==> config.mk <==
export PLATFORM = sky130hd
export DESIGN_NAME = fetch_stage_flat
export DESIGN_NICKNAME = d
export VERILOG_FILES = /design/src/rtl/riscv_pkg.sv /design/src/rtl/fetch_stage_if.sv /design/src/rtl/fetch_fifo.sv /design/src/rtl/fetch_stage.sv /design/src/flat_wrapper.sv
export SDC_FILE = /design/constraint.sdc
export NUM_CORES = 1
export LEC_CHECK = 0
export CAP_MARGIN = 10
export CORE_MARGIN = 2
export CORE_UTILIZATION = 54
export CTS_BUF_LIST = sky130_fd_sc_hd__clkbuf_4 sky130_fd_sc_hd__clkbuf_8
export DETAILED_ROUTE_END_ITERATION = 8
export PLACE_DENSITY = 0.94
export REMOVE_ABC_BUFFERS = 1
export SYNTH_ARGS = -nofsm -noshare
export SYNTH_HDL_FRONTEND = slang
export SYNTH_SLANG_ARGS = --single-unit
==> constraint.sdc <==
create_clock -name clk -period 9.6 [get_ports clk]
set_input_delay 0.96 -clock clk [delete_from_list [all_inputs] [get_ports clk]]
set_output_delay 0.96 -clock clk [all_outputs]
set_load 0.05 [all_outputs]
==> src/rtl/riscv_pkg.sv <==
// Shared core definitions: datapath width, reset vector, PC step and the
// {pc, instr} record that flows from fetch into the IF/ID register.
package riscv_pkg;

  localparam int unsigned XLEN = 32;

  localparam logic [XLEN-1:0] RESET_PC      = 32'h0000_0000;
  localparam logic [XLEN-1:0] PC_INC        = 32'd4;
  localparam logic [XLEN-1:0] PC_ALIGN_MASK = {{(XLEN-2){1'b1}}, 2'b00};

  typedef struct packed {
    logic [XLEN-1:0] pc;
    logic [XLEN-1:0] instr;
  } fetch_entry_t;

endpackage

==> src/rtl/fetch_stage_if.sv <==
// Fetch-stage connections: instruction-memory port, hazard/redirect inputs
// and the instruction presented to the IF/ID register.
interface fetch_stage_if;
  import riscv_pkg::*;

  logic            imem_req;
  logic [XLEN-1:0] imem_addr;
  logic [XLEN-1:0] imem_rdata;
  logic            stall;
  logic            redirect_valid;
  logic [XLEN-1:0] redirect_pc;
  logic            out_valid;
  logic [XLEN-1:0] out_pc;
  logic [XLEN-1:0] out_instr;

  modport master (
    output imem_req, imem_addr, out_valid, out_pc, out_instr,
    input  imem_rdata, stall, redirect_valid, redirect_pc
  );

  modport slave (
    input  imem_req, imem_addr, out_valid, out_pc, out_instr,
    output imem_rdata, stall, redirect_valid, redirect_pc
  );

endinterface

==> src/rtl/fetch_fifo.sv <==
// Two-deep {pc, instr} buffer between the instruction memory and decode.
// Entry 0 is always the head; clear beats push and pop.
module fetch_fifo
  import riscv_pkg::*;
(
  input  logic         clk,
  input  logic         reset,
  input  logic         push,
  input  fetch_entry_t push_data,
  input  logic         pop,
  input  logic         clear,
  output logic [1:0]   count,
  output fetch_entry_t head
);

  fetch_entry_t entry_q [2];
  logic [1:0]   count_q;
  logic         pop_eff;

  assign pop_eff = pop && (count_q != 2'd0);

  // NOTE: the storage is reset as well as the count, so a freshly reset
  // stage can never present an old instruction word even transiently.
  always_ff @(posedge clk) begin
    if (!reset) begin
      count_q    <= 2'd0;
      entry_q[0] <= '0;
      entry_q[1] <= '0;
    end else if (clear) begin
      count_q <= 2'd0;
    end else begin
      assert (!(push && !pop_eff && count_q == 2'd2));
      case ({push, pop_eff})
        2'b10: begin
          if (count_q != 2'd2) begin
            entry_q[count_q[0]] <= push_data;
            count_q             <= count_q + 2'd1;
          end
        end
        2'b01: begin
          entry_q[0] <= entry_q[1];
          count_q    <= count_q - 2'd1;
        end
        2'b11: begin
          if (count_q == 2'd1) begin
            entry_q[0] <= push_data;
          end else begin
            entry_q[0] <= entry_q[1];
            entry_q[1] <= push_data;
          end
        end
        default: ;
      endcase
    end
  end

  assign count = count_q;
  assign head  = (count_q != 2'd0) ? entry_q[0] : '0;

endmodule

==> src/rtl/fetch_stage.sv <==
// Instruction fetch: owns the PC, drives a one-cycle-latency instruction
// memory and buffers returned words so a decode stall never loses a fetch.
module fetch_stage #(
  parameter logic [riscv_pkg::XLEN-1:0] RESET_PC = riscv_pkg::RESET_PC
) (
  input logic           clk,
  input logic           reset,
  fetch_stage_if.master bus
);

  localparam int unsigned XLEN = riscv_pkg::XLEN;

  logic [XLEN-1:0]        pc_q;
  logic                   inflight_q;
  logic [XLEN-1:0]        inflight_pc_q;
  logic                   kill_q;
  logic [1:0]             count;
  logic [1:0]             occupancy;
  logic                   pop;
  logic                   push;
  logic                   issue;
  riscv_pkg::fetch_entry_t push_data;
  riscv_pkg::fetch_entry_t head;

  assign pop       = bus.out_valid && !bus.stall && !bus.redirect_valid;
  // Buffered plus outstanding words after this cycle's pop; never above 2.
  assign occupancy = count + {1'b0, inflight_q} - {1'b0, pop};
  assign issue     = !bus.redirect_valid && (occupancy < 2'd2);
  assign push      = inflight_q && !kill_q;
  assign push_data = '{pc: inflight_pc_q, instr: bus.imem_rdata};

  // NOTE: every state register uses non-blocking assignments so all updates
  // see the pre-edge values, matching the flop behaviour being described.
  always_ff @(posedge clk) begin
    if (!reset) begin
      pc_q          <= RESET_PC;
      inflight_q    <= 1'b0;
      inflight_pc_q <= '0;
      kill_q        <= 1'b0;
    end else if (bus.redirect_valid) begin
      pc_q       <= bus.redirect_pc & riscv_pkg::PC_ALIGN_MASK;
      inflight_q <= 1'b0;
      kill_q     <= inflight_q;
    end else begin
      kill_q <= 1'b0;
      if (issue) begin
        pc_q          <= pc_q + riscv_pkg::PC_INC;
        inflight_q    <= 1'b1;
        inflight_pc_q <= pc_q;
      end else begin
        inflight_q <= 1'b0;
      end
    end
  end

  fetch_fifo u_fifo (
    .clk       (clk),
    .reset     (reset),
    .push      (push),
    .push_data (push_data),
    .pop       (pop),
    .clear     (bus.redirect_valid),
    .count     (count),
    .head      (head)
  );

  assign bus.imem_req  = issue;
  assign bus.imem_addr = pc_q;
  assign bus.out_valid = (count != 2'd0);
  assign bus.out_pc    = head.pc;
  assign bus.out_instr = head.instr;

endmodule

==> src/flat_wrapper.sv <==
// flat-port wrapper written by rule: the top's interface ports become plain ports
module fetch_stage_flat 
#(
  parameter logic [riscv_pkg::XLEN-1:0] RESET_PC = riscv_pkg::RESET_PC
)
  (clk, reset, bus_imem_req, bus_imem_addr, bus_out_valid, bus_out_pc, bus_out_instr, bus_imem_rdata, bus_stall, bus_redirect_valid, bus_redirect_pc);
  fetch_stage_if bus_i ();
  input logic clk;
  input logic reset;
  output wire logic [$bits(bus_i.imem_req)-1:0] bus_imem_req;
  output wire logic [$bits(bus_i.imem_addr)-1:0] bus_imem_addr;
  output wire logic [$bits(bus_i.out_valid)-1:0] bus_out_valid;
  output wire logic [$bits(bus_i.out_pc)-1:0] bus_out_pc;
  output wire logic [$bits(bus_i.out_instr)-1:0] bus_out_instr;
  input wire logic [$bits(bus_i.imem_rdata)-1:0] bus_imem_rdata;
  input wire logic [$bits(bus_i.stall)-1:0] bus_stall;
  input wire logic [$bits(bus_i.redirect_valid)-1:0] bus_redirect_valid;
  input wire logic [$bits(bus_i.redirect_pc)-1:0] bus_redirect_pc;
  assign bus_imem_req = bus_i.imem_req;
  assign bus_imem_addr = bus_i.imem_addr;
  assign bus_out_valid = bus_i.out_valid;
  assign bus_out_pc = bus_i.out_pc;
  assign bus_out_instr = bus_i.out_instr;
  assign bus_i.imem_rdata = bus_imem_rdata;
  assign bus_i.stall = bus_stall;
  assign bus_i.redirect_valid = bus_redirect_valid;
  assign bus_i.redirect_pc = bus_redirect_pc;
  fetch_stage #(.RESET_PC(RESET_PC)) u_core (.clk(clk), .reset(reset), .bus(bus_i));
endmodule
Word level (Yosys, flattened, before mapping)
Memories as Yosys holds them, arrays and structs flattened.
Index checks and enable logic that the tools add are counted.
- add/sub/neg operators: 5
- multiply operators: 0
- divide/modulo/power cells: 0
- magnitude comparators: 1
- equal/unequal tests: 6
- shift-type cells: 0
- muxes and demuxes: 33
- bitwise logic cells: 6
- reductions and logical operators: 16
- operators by type and width (kind ; number):
    2-to-1 mux 64 bit ; 6
    2-to-1 mux 32 bit ; 2
    OR reduction 64 bit ; 1
    adder 32 x 3 -> 32 bit (second input constant) ; 1
    2-to-1 mux 1 bit ; 23
    AND reduction 2 bit ; 3
    nonzero test 2 bit ; 3
    logical AND 1 bit ; 5
    equality test 2 x 1 -> 1 bit (second input constant) ; 2
    equality test 2 bit (second input constant) ; 2
    != test 2 bit (second input constant) ; 2
    bitwise OR 1 bit ; 4
    one-hot mux 2 bit (2 select lines) ; 1
    zero test 1 bit ; 3
    adder 2 x 1 -> 2 bit ; 1
    adder 2 x 1 -> 2 bit (second input constant) ; 1
    < comparator 2 bit (second input constant) ; 1
    2-to-1 mux 2 bit ; 1
    inverter 1 bit ; 2
    OR reduction 2 bit ; 1
    subtractor 2 x 1 -> 2 bit ; 1
    subtractor 2 x 1 -> 2 bit (second input constant) ; 1
- register bits after elaboration: 68
- bits in latches: 0
- memory bits (writable): 128
- bits in read-only memories: 0
- bits of input ports: 68
- output and inout port bits: 98
- word-level logic and storage cells: 74
- memories kept: 1
- memory list (name ; depth ; bits a word ; read ports ; clocked after memory_dff ; wr ports ; RTL line ; RTL):
    u_core.u_fifo.entry_q ; 2 ; 64 ; 2 ; 0 ; 2 ; fetch_fifo.sv:16 ; fetch_entry_t entry_q [2];

Logic depth before layout (Yosys ltp)
- word-level depth: 13
- gate-level depth with buffers: 13
- depth with buffers taken out: 10

Cells and area by module
From an unflattened synthesis, not the netlist that was laid out.
- cells, all modules: 741
- area total of the unflattened synthesis: 8549.4 um^2
- modules (own cells, without submodules) (module ; times used ; cells an instance ; area an instance (um^2) ; seq. area each (um^2)):
    fetch_fifo ; 1 ; 376 ; 5709.2 ; 3883.7
    fetch_stage ; 1 ; 365 ; 2840.2 ; 1241.2

Worst setup path before layout
OpenSTA, ideal clock, no wires.
- path type: in2reg
- start point: in bus_redirect_valid
- end point: mem u_core.u_fifo.entry_q[1][0] in the netlist's numbering (enable)
- setup time: 568 ps
- arrival: 6178 ps
- required time: 9032 ps
- setup slack: 2855 ps
- stages on the path: 4
- path buffers: 1
- path through: nor3_1 -> clkbuf_1 -> mux2_2 -> o21ai_0
- RTL lines (element ; RTL line ; RTL):
    from (decl) ; flat_wrapper.sv:17 ; input wire logic [$bits(bus_i.redirect_valid)-1:0] bus_redirect_valid;
    to (decl) ; fetch_fifo.sv:16 ;

Worst setup path after layout
- start point: reg u_core.u_fifo.count_q[0] (netlist: u_core.u_fifo.count[0])
- end point: out bus_imem_req
- longest elaborated chain between the ends: 6
- elaborated cells between the ends (all ways): 7
- those cells by class: 2 x add/sub; 1 x order compare; 4 x reduce/logical
- ends and longest elaborated chain (element ; RTL line ; RTL):
    from (decl) ; fetch_fifo.sv:17 ; logic [1:0] count_q;
    from (signal assigned) ; fetch_fifo.sv:37 ; count_q <= count_q + 2'd1;
    from (signal assigned) ; fetch_fifo.sv:42 ; count_q <= count_q - 2'd1;
    parallel branches: the longest is 3 deep, another holds adder 2 x 1 -> 2 bit ; - ;
    subtractor 2 x 1 -> 2 bit (*) ; fetch_stage.sv:27 ; assign occupancy = count + {1'b0, inflight_q} - {1'b0, pop};
    < comparator 2 bit (*) ; fetch_stage.sv:28 ; assign issue = !bus.redirect_valid && (occupancy < 2'd2);
    logical AND 1 bit (*) ; fetch_stage.sv:28 ;
    to (decl) ; flat_wrapper.sv:10 ; output wire logic [$bits(bus_i.imem_req)-1:0] bus_imem_req;
Every way passes the cells marked *.

==> impl_metrics.py <==
metrics = {
    "routing": {
        "dr.pass1.iters": 5,
        "via_count": 6797,
        "wirelength_mm": 20.2,
        "ant_nets": 0,
        "drt_iter0_drc": 593,
        "route.detailed.wl_per_inst_um": 16.5,
        "via_per_inst": 5.53,
        "remaining_drc_errors": 0,
    },
    "yosys": {
        "ys_dominant_reg_cell": "edfxtp_1",
        "synth_compound_area_frac": 0.107,
        "synth_simple_gate_area_frac": 0.241,
        "synth_mux_area_frac": 0.00613,
        "synthesis.area_mm2": 0.00857,
        "synth_top_area_cell": "edfxtp_1",
        "synthArstFlopShare": 0,
        "synth_xor_area_frac": 0.0152,
        "syn_inst": 868,
        "synth_area_per_cell_um2": 9.87,
        "ys_warn_count": 0,
        "yosysUniqueCellTypes": 49,
        "synth_edf_count": 124,
        "synth_top_family_by_area": "simple AND/OR/NAND/NOR gates",
        "ys_seq_area_frac": 0.584,
        "synthAdderAreaFrac": 0.00730,
        "synth_top_area_share": 0.434,
        "ys_ff_latch": 188,
        "ys_top_cells_by_area": "edfxtp_1 43%, dfxtp_1 15%, nand2_1 9.0%",
    },
    "clock_network": {
        "cts_buffers": 17,
        "cts_hold_buf": 0,
        "clk_path_buf_depth": 2,
        "clk_latency_ps": 460,
        "postCtsSetupBuffers": 0,
        "clkTransAtPathRegs_ps": 100,
        "cts_resized": 0,
        "root_buffer": "clkbuf_8",
        "cts.sinks": 188,
        "cts_tree": "yes",
        "htree_num_levels": 4,
    },
    "layout": {
        "drive_gt1_frac": 0.0592,
        "fillers": 1185,
        "final_area_mm2": 0.0107,
        "diodes": 0,
        "syn2layout_area_growth_pct": 24.6,
        "nets": 1073,
    },
    "power": {
        "p_per_area_mw_per_mm2": 158,
        "sw_frac_of_total": 0.280,
        "p_seq_frac": 0.552,
        "comb_power_share": 0.145,
        "peakVddDrop_v": 0.000104,
        "clock_power_share": 0.303,
        "internal_power_uw": 1210,
        "p_leak_uw": 0.00365,
        "net-switching-power_uw": 473,
    },
    "critical_path": {
        "startpoint": "u_core.u_fifo.count[0]",
        "cp_common_cell": "inv_1",
        "critPathMaxStageDelay_ps": 810,
        "cp_data_required_time_ps": 8640,
        "worstSetupStartpointType": "register",
        "worstSetupPathType": "register to primary output",
        "crit_chain": "inv_1 -> ha_2 -> buf_4 -> nor3_1 -> ha_1 -> and2b_2 -> xor2_1 -> nand2_1 -> inv_1 -> clkdlybuf4s50_1",
        "arrival_ps": 4580,
        "cp-end-kind": "primary output",
        "cp_slowest_cell": "clkdlybuf4s50_1",
        "r2r_start": "u_core.u_fifo.count[0]",
        "ff2ff_setup_slack_ps": 5530,
        "crit_fanout": 64,
    },
    "timing": {
        "post-route-min-period_ps": 5540,
        "rsz0062_at_grt": "no",
        "finalSetupViolations": 0,
        "hold_viol_final": 0,
        "relSlewSlack": 0.387,
        "fin_crit_sh": 0.577,
        "tightest_slew_ps": 913,
        "fmax_mhz": 181,
        "finalWorstSetupSlack_ps": 4060,
        "slew_viol_final": 0,
        "finalSetupTns_ps": 0,
        "fin_skew_ps": 9.80,
    },
    "placement": {
        "dpl_cell_area_mm2": 0.0103,
        "pre_cts_slack_ps": 3620,
        "gp_congestion": 0.892,
        "post-dp-hpwl_mm": 12.5,
        "portBuffers": 159,
    },
    "flow_run": {
        "drv_cap": 0,
    },
    "floorplanning": {
        "fp-row-count": 46,
        "die_h_um": 130,
        "io_pins": 166,
        "start_util": 0.545,
        "fp.dieW_um": 130,
        "die_area_mm2": 0.0169,
        "coreArea_mm2": 0.0157,
    },
    "grt": {
        "grt_pass1_vias": 6410,
        "gr-total-overflow": 0,
        "grt_start_max_net_pins": 65,
        "antenna_found_initial": 0,
        "grt_pass1_wl_mm": 31.7,
        "track_usage": 0.241,
    },
    "min_path": {
        "min_path_type": "register to register",
        "hold_start": "u_core.inflight_pc_q[24]",
    },
    "status": {
        "status": "completed",
    },
}
## through the flow
stage	hold WS, ps	utilization	std cells	total power [uW]
2_1_floorplan	445	-	809	1090
3_3_place_gp	453	0.653	1195	1180
3_5_place_dp	458	0.653	1195	1190
4_1_cts	471	0.677	1227	1690
5_1_grt	492	0.680	1229	1740
6_report	473	0.680	1229	1690
## final timing paths
kind                                                  to  cells after the start
worst max-delay path                        bus_imem_req                     10
worst min register to register  u_core.inflight_pc_q[24]                      2
worst min-delay path            u_core.inflight_pc_q[24]                      2
worst max register to register  u_core.bus.imem_addr[31]                     10
## layout make-up
cell class,instances,area (um2),area share
repair buffers,172,1710,0.160
flip-flops and latches,188,5000,0.469
well taps,216,270,0.0253
clock inverters,12,110,0.0103
clock buffers,20,269,0.0252
multi-input cells,611,3280,0.307
inverters,10,37.5,0.00352
## power groups by stage
| stage | combinational [uW] | sequential (uW) | clock, uW |
|---|---|---|---|
| finish | 245 | 931 | 510 |
| global route | 261 | 935 | 547 |
| CTS | 245 | 930 | 516 |
| detailed placement | 244 | 948 | 0 |
| global placement | 239 | 945 | 0 |
| floorplan | 115 | 972 | 0 |
## synthesized netlist by cell type (2+ instances only)
cell type	count
or4_1	7
o21ai_0	31
buf_4	4
mux2i_1	3
buf_6	2
nand4_1	8
nor4_1	6
a31oi_1	9
nand2_1	205
ha_1	5
o211a_1	2
edfxtp_1	124
a211oi_1	6
clkbuf_1	50
a21oi_1	102
nor2b_1	65
xnor2_1	7
nor4b_1	3
nor2_1	20
buf_1	2
or3_1	2
and3_2	2
o31ai_1	7
and2_1	64
clkbuf_8	3
a311oi_1	3
and4_1	5
mux2_2	2
xor2_1	6
nor3_1	13
inv_1	10
dfxtp_1	64
nand3_1	10
## registers in the layout (all words and copies together) (netlist names)
| register | cells |
|---|---|
| u_core.inflight_q | 1 |
| u_core.bus.imem_addr | 30 |
| u_core.inflight_pc_q | 30 |
| u_core.u_fifo.count | 2 |
| u_core.kill_q | 1 |
| u_core.u_fifo.entry_q | 124 |
## metal layers
layer / wire length [um] / part of all wire / global-route usage / up-vias
met1: 8270 / 0.41 / 0.305 / 3170
met5: 0 / 0 / 0 / -
met4: 414 / 0.020 / 0.0791 / 0
met2: 9990 / 0.49 / 0.412 / 330
li1: - / - / - / 3259
met3: 1570 / 0.078 / 0.0541 / 38
## worst max-delay path: cells and delay by family, from the launching register on
family        cells  cell delay (ps)
flops             1              480
xor+xnor          1              700
fa+ha+maj         2              540
simple gates      3             1010
buf+inv           4             1380
## logic make-up after synthesis
kind of cell,Yosys count
AO/OA/AOI/OAI,166
flip-flops,188
buffers and inverters,72
XOR/XNOR,14
adder cells (fa/ha/maj),5
other,1
multiplexers,5
AND/OR/NAND/NOR,417
## placed cells by master, fill, tap and decap left out, types with 2 or more instances in the layout
master / n
nor4_1: 6
xor2_1: 6
clkinv_2: 3
inv_6: 4
clkinvlp_4: 2
inv_1: 10
xnor2_1: 7
conb_1: 4
nand4_1: 8
nor2_1: 19
o21ai_4: 2
and3_2: 2
ha_1: 4
mux2_2: 2
clkdlybuf4s50_1: 159
o21ai_0: 30
and4_1: 5
edfxtp_1: 124
clkbuf_8: 19
nor3_1: 13
mux2i_1: 3
nor4b_1: 3
a31oi_1: 9
nor2b_1: 65
nand3_1: 10
o31ai_1: 7
and2_1: 64
or4_1: 7
a21oi_1: 102
or3_1: 2
a311oi_1: 3
nand2_1: 204
a211oi_1: 6
dfxtp_1: 64
buf_4: 11
No activity file was read; power rests on OpenSTA's default activity.
